===== config.mk =====
export PLATFORM = sky130hd
export DESIGN_NAME = mem_arbiter
export DESIGN_NICKNAME = d
export VERILOG_FILES = /design/src/rtl/mem_pkg.sv /design/src/rtl/rr_arb2.sv /design/src/rtl/mem_arbiter.sv
export SDC_FILE = /design/constraint.sdc
export NUM_CORES = 1
export LEC_CHECK = 0
export CORE_MARGIN = 1.5
export CORE_UTILIZATION = 35
export CTS_CLUSTER_SIZE = 20
export DETAILED_ROUTE_END_ITERATION = 8
export PLACE_DENSITY = 0.76
export SYNTH_ARGS = -nofsm -noshare
export SYNTH_HDL_FRONTEND = slang
export SYNTH_SLANG_ARGS = --single-unit

===== constraint.sdc =====
create_clock -name clk -period 1.47 [get_ports clk]
set_input_delay 0.147 -clock clk [delete_from_list [all_inputs] [get_ports clk]]
set_output_delay 0.147 -clock clk [all_outputs]
set_load 0.02 [all_outputs]

===== src/rtl/mem_pkg.sv =====
// Shared types and defaults for the CPU/GPU main-memory arbiter.
package mem_pkg;

    localparam int unsigned ADDR_W_DEF = 10;
    localparam int unsigned DATA_W_DEF = 32;

    localparam logic [1:0] ST_IDLE = 2'd0;
    localparam logic [1:0] ST_CMD  = 2'd1;
    localparam logic [1:0] ST_RESP = 2'd2;
    localparam logic [1:0] ST_ACK  = 2'd3;

    typedef enum logic {
        OWN_CPU = 1'b0,
        OWN_GPU = 1'b1
    } owner_t;

endpackage


===== src/rtl/rr_arb2.sv =====
// Two-way round-robin picker: a lone request wins outright, a tie goes to the
// client that was not granted last.
module rr_arb2
    import mem_pkg::*;
(
    input  logic [1:0] req,
    input  owner_t     last_grant,
    output owner_t     winner,
    output logic       any
);

    always_comb begin
        any = |req;
        if (req == 2'b11) begin
            winner = (last_grant == OWN_GPU) ? OWN_CPU : OWN_GPU;
        end else if (req[1]) begin
            winner = OWN_GPU;
        end else begin
            winner = OWN_CPU;
        end
    end

endmodule


===== src/rtl/mem_arbiter.sv =====
// Arbitrates CPU and GPU word requests onto a single-outstanding memory backend.
// All outputs come from state or latched registers; no input reaches an output.
module mem_arbiter
    import mem_pkg::*;
#(
    parameter int unsigned ADDR_W = ADDR_W_DEF,
    parameter int unsigned DATA_W = DATA_W_DEF
) (
    input  logic              clk,
    input  logic              rst,
    input  logic              cpu_req,
    input  logic              cpu_we,
    input  logic [ADDR_W-1:0] cpu_addr,
    input  logic [DATA_W-1:0] cpu_wdata,
    output logic              cpu_ack,
    output logic [DATA_W-1:0] cpu_rdata,
    input  logic              gpu_req,
    input  logic              gpu_we,
    input  logic [ADDR_W-1:0] gpu_addr,
    input  logic [DATA_W-1:0] gpu_wdata,
    output logic              gpu_ack,
    output logic [DATA_W-1:0] gpu_rdata,
    output logic              mem_cmd_valid,
    input  logic              mem_cmd_ready,
    output logic              mem_cmd_we,
    output logic [ADDR_W-1:0] mem_cmd_addr,
    output logic [DATA_W-1:0] mem_cmd_wdata,
    input  logic              mem_rsp_valid,
    input  logic [DATA_W-1:0] mem_rsp_data,
    output logic              err
);

    logic [1:0]        state_q;
    owner_t            owner_q;
    owner_t            last_grant_q;
    owner_t            winner;
    logic              any;
    logic              we_q;
    logic [ADDR_W-1:0] addr_q;
    logic [DATA_W-1:0] wdata_q;
    logic [DATA_W-1:0] cpu_rdata_q;
    logic [DATA_W-1:0] gpu_rdata_q;
    logic              err_q;

    rr_arb2 u_arb (
        .req        ({gpu_req, cpu_req}),
        .last_grant (last_grant_q),
        .winner     (winner),
        .any        (any)
    );

    always_ff @(posedge clk) begin
        if (rst) begin
            state_q      <= ST_IDLE;
            owner_q      <= OWN_CPU;
            last_grant_q <= OWN_GPU;
            we_q         <= 1'b0;
            addr_q       <= '0;
            wdata_q      <= '0;
            cpu_rdata_q  <= '0;
            gpu_rdata_q  <= '0;
            err_q        <= 1'b0;
        end else begin
            // A response is only legal while a read is waiting for it.
            if (mem_rsp_valid && (state_q != ST_RESP)) begin
                err_q <= 1'b1;
            end
            case (state_q)
                ST_IDLE: begin
                    if (any) begin
                        owner_q <= winner;
                        if (winner == OWN_CPU) begin
                            we_q    <= cpu_we;
                            addr_q  <= cpu_addr;
                            wdata_q <= cpu_wdata;
                        end else begin
                            we_q    <= gpu_we;
                            addr_q  <= gpu_addr;
                            wdata_q <= gpu_wdata;
                        end
                        state_q <= ST_CMD;
                    end
                end
                ST_CMD: begin
                    if (mem_cmd_ready) begin
                        state_q <= we_q ? ST_ACK : ST_RESP;
                    end
                end
                ST_RESP: begin
                    if (mem_rsp_valid) begin
                        if (owner_q == OWN_CPU) begin
                            cpu_rdata_q <= mem_rsp_data;
                        end else begin
                            gpu_rdata_q <= mem_rsp_data;
                        end
                        state_q <= ST_ACK;
                    end
                end
                default: begin
                    last_grant_q <= owner_q;
                    state_q      <= ST_IDLE;
                end
            endcase
        end
    end

    assign mem_cmd_valid = (state_q == ST_CMD);
    assign mem_cmd_we    = we_q;
    assign mem_cmd_addr  = addr_q;
    assign mem_cmd_wdata = wdata_q;
    assign cpu_ack       = (state_q == ST_ACK) && (owner_q == OWN_CPU);
    assign gpu_ack       = (state_q == ST_ACK) && (owner_q == OWN_GPU);
    assign cpu_rdata     = cpu_rdata_q;
    assign gpu_rdata     = gpu_rdata_q;
    assign err           = err_q;

endmodule


# [Word-level counts from Yosys, hierarchy flattened]
# Cells that the tools add are included.
# W data, S select, Z words.
[classes] eq_ne=8 mux=11 n_bitwise=1 reduce_logical=10
[ops] op="$mux W32" n=1
[ops] op="$mux W10" n=1
[ops] op="$reduce_and A3 Y1" n=3
[ops] op="$eq A2 B2 Y1 const B" n=3
[ops] op="$mux W2" n=3
[ops] op="$ne A2 B2 Y1 const B" n=3
[ops] op="$pmux W2 S3" n=1
[ops] op="$mux W1" n=5
[ops] op="$logic_and A1 B1 Y1" n=3
[ops] op="$reduce_or A3 Y1" n=1
[ops] op="$eq A2 B1 Y1 const B" n=1
[ops] op="$logic_not A2 Y1" n=1
[ops] op="$ne A2 B1 Y1 const B" n=1
[ops] op="$reduce_and A2 Y1" n=1
[ops] op="$reduce_or A2 Y1" n=1
[ops] op="$not A1 Y1" n=1
[word_totals] register_bits=112 inputBits=124 output_inout_bits=111 word_cells=39

# [Logic depth before layout (Yosys ltp)]
[logic_depth] depth_word=3 ltp_mapped=7 depth_no_buf=5

# [Cells and area by module]
# A second synthesis with hierarchy kept.
[hier_totals] hier_cells=508 hier_area_um2=4381.7
[by_module_without_submodules] module="mem_arbiter" instances=1 cells_per_inst=506 area_per_inst_um2=4367.9 seq_area_each_um2=2242.2
[by_module_without_submodules] module="rr_arb2" instances=1 cells_per_inst=2 area_per_inst_um2=13.8 seq_area_each_um2=0.0

# [Least setup slack after synthesis]
# Ideal clock, no wire load.
[synth_timing] kind="flip-flop to flip-flop" start="reg state_q[0]" end="reg state_q[0]" setup_time_ps=121 arrival_time_ps=1452 t_required_ps=1349 slack_ps=-103 stages_incl_launch_ff=5 path_buffers=0 period_less_slack_ps=1573 cell_sequence="dfxtp_1 inv_1 ha_1 a222oi_1 mux2_2"
[synth_between] elab_chain_cells=3 word_cells_on_any_way=8 cone_classes="5 x eq/ne; 1 x mux; 2 x reduce/logical"
[synth_rtl] element="start: declaration" line_no="mem_arbiter.sv:33" rtl="logic [1:0] state_q;"
[synth_rtl] element="start signal: assignment" line_no="mem_arbiter.sv:86" rtl="state_q <= we_q ? ST_ACK : ST_RESP;"
[synth_rtl] element="$eq A2 B2 Y1 (tied with other cells)" line_no="mem_arbiter.sv:68" rtl="case (state_q)"
[synth_rtl] element="$ne A2 B2 Y1 (no source line) or $ne A2 B1 Y1 (tied branches)"
[synth_rtl] element="$reduce_and A3 Y1 (no source line)"
# Several ways; a longest one is shown, not always the timed one.
# A chain may end at the register's enable or synchronous reset.

# [Final worst setup path]
[layout_timing] start="reg state_q[1]" end="reg state_q[0]"
# The elaborated chain is that of the path after synthesis.

==> summary.txt <==
Worst setup path
  – Critical path origin: state_q[1]$_SDFFE_PP0P_
  – Critical setup path kind: reg -> reg
  – Critical Path AT: 1770 ps
  – Reg-to-Reg Start: state_q[1]$_SDFFE_PP0P_
  – Req. time, crit path: around 1700 ps
  – Startpoint types: flip-flop
  – Critical Path End Type: flip-flop
  – Critical path peak fanout: 4

Clocking
  – CTS tree: done
  – Max clock buf depth: 2
  – Clock Latency Late Sink: 350 ps
  – Clock sink count: ~110
  – Clock transition at path regs: roughly 80 ps
  – Clk root buf: clkbuf_16
  – Inserted Clock Buffers: 9
  – CTS H-tree depth: 3

Place
  – I/O Buffers: 234
  – Placed cell area: 7110 µm²
  – Cells after DPL: 937
  – DP HPWL: 10500 µm
  – Placer congestion estimate: 0.803
  – Pre-CTS WS: -267 ps

Synth
  – Xor-xnor portion of the synthesized cell area: 0
  – Post-Synth Adder-Cell Area: 0.0114
  – Post-synthesis mux area share: 0.00484
  – Synth Area in Compound Gates: 0.220
  – Most used DFF post-synth: dfxtp_1
  – Yosys warns: 0
  – Largest family of logic cells by synthesized area: compound AO/OA/AOI/OAI gates
  – Ys async rst share: 0
  – Post-Syn Nets: about 680
  – Cell Area, Synth: 4400 µm²
  – Post-synth EDFFs: 0
  – Mean Syn Cell Area: 7.92 µm²
  – Count of cell types in the netlist: 29
  – Post-synthesis sequential area ratio: 0.510
  – Flops & latches, synth: 112
  – Synth Area in Simple Gates: 0.199
  – Post-Syn Instances: between 500 and 600

STA
  – F_max: ~0.65 GHz
  – Setup Skew: 8.38 ps
  – Final Hold Viols: 0
  – Slew Viols, Final: 0
  – Worst slew pin tran: 365 ps
  – Relative max-transition margin: 0.756
  – Setup violations, final: 18
  – Crit path time final: 1540 ps
  – Setup ws final: -70.3 ps
  – RSZ-0062 raised after global routing: true
  – Setup TNS: -522 ps
  – Final period utilization: 1.05

Floorplan
  – Die Footprint: 13200 µm²
  – Die width: 115 µm
  – Row count: 40
  – Die Ht: around 120 µm
  – Starting density of the core: 0.363
  – Core Region: 12100 µm²
  – Ports: 235

Finish
  – Final instance area: approximately 7700 µm²
  – Area taken by flip-flops and latches: 2250 µm²
  – Most frequent cells in the layout: nand2_1, clkdlybuf4s50_1, dfxtp_1
  – Layout Nets: just over 900
  – Finished Layout Cells: 961
  – Area growth syn-to-layout: 75.6%
  – Antenna cell count: 0
  – Most common cell after layout, fill and taps aside: nand2_1
  – Fillers: 994
  – Area of the multi-input gates: 2010 µm²
  – Fraction of layout cells with a size suffix above 1: 0.0996

Global routing
  – First-pass GRT wire length: 22100 µm
  – Gr ovfl total: 0
  – GRT Overall Usage: 0.211
  – Largest net degree at the start of global routing: 68
  – Initial antenna violation count: 0
  – Vias in the first global route: between 4000 and 5000

Routing
  – Routed WL per cell: 15.6 µm
  – Antenna viol nets, final: 0
  – Vias/cell: roughly 5
  – DRT iter0 DRCs: 353
  – DRC: 0
  – Total wire length: approximately 15000 µm
  – TritonRoute pass-1 iters: 4
  – Total number of vias: about 4800

Outcome
  – Status: finished, violations left
  – Failing checks: setup timing

Power
  – Leak pwr: 3.98 nW
  – Peak supply drop: 716 µV
  – P per Cell Area: 1420 nW/µm²

Worst hold path
  – Worst min-delay path class: in -> reg
  – Critical hold path startpoint: rst

Run
  – Max-cap viol count: 0
-- timing repair --
| action | CTS | global route |
|---|---|---|
| gates cloned | 0 | 5 |
| hold buffers | 0 | 0 |
| buffers inserted | 2 | 1 |
| pin swaps | 1 | 25 |
| endpoints found under the setup margin | 49 | 109 |
| resized for setup | 42 | 80 |
-- synth_stat cells (all sizes together) (2+ instances only) --
library cell / count / share of area
a211oi: 44 / 0.081
a21oi: 108 / 0.12
buf: 27 / 0.034
clkbuf: 18 / 0.015
dfxtp: 112 / 0.51
ha: 4 / 0.011
inv: 6 / 0.0051
nand2: 171 / 0.15
nand2b: 2 / 0.0028
nor2: 48 / 0.042
-- power breakdown --
part	switching, mW	total, mW	internal, mW
logic	2.40	4.64	2.23
clock network	1.18	2.38	1.19
registers	0.333	3.96	3.63
-- state kept, by name, summed over array words and instances, names as in the netlist --
name / cells
mem_cmd_we: 1
err: 1
mem_cmd_addr: 10
cpu_rdata: 32
last_grant_q: 1
owner_q: 1
mem_cmd_wdata: 32
state_q: 2
gpu_rdata: 32
-- cell families (layout without fill, tap and decap cells) --
family | count (synthesis) | in the layout
compound gates | 159 | 159
fa+ha+maj | 4 | 4
buf+inv | 51 | 289
flops | 112 | 112
mux | 2 | 2
simple gates | 227 | 227
-- per-stage QoR --
step | util | hold WS, ps | power [mW]
2_1_floorplan | - | 283 | 6.24
3_3_place_gp | 0.587 | 440 | 8.30
3_5_place_dp | 0.587 | 446 | 8.42
4_1_cts | 0.610 | 80.5 | 10.8
5_1_grt | 0.637 | 86.6 | 11.5
6_report | 0.637 | 89.3 | 11.0
-- critical path, stage by stage (launching register included) --
cell and delay (ps):
dfxtp_4 380, inv_4 50, ha_4 170, a222oi_1 340
buf_4 200, mux2_4 290
-- cell type report --
cell class / instances / area share
inverter: 6 / 0.00357
tap: 168 / 0.0272
clock inverter: 7 / 0.00794
sequential: 112 / 0.291
multi-input combinational: 392 / 0.260
timing repair buffer: 267 / 0.381
clock buffer: 9 / 0.0292
-- final timing paths --
path                                     end  slack, ps  cells past startpoint
setup / recovery     state_q[0]$_SDFFE_PP0P_        -70                      5
hold / removal          owner_q$_SDFFE_PP0P_         90                      2
setup reg to reg     state_q[0]$_SDFFE_PP0P_        -70                      5
hold reg to reg   cpu_rdata[23]$_SDFFE_PP0P_        450                      2
-- layer usage --
layer | vias to the layer above | GRT usage | routed length [µm]
met3 | 22 | 0.0669 | 1330
met2 | 218 | 0.367 | 7300
li1 | 2318 | - | -
met1 | 2230 | 0.238 | 6030
met4 | 0 | 0.0914 | 323
met5 | - | 0 | 0
(Power assumes the default switching activity.)
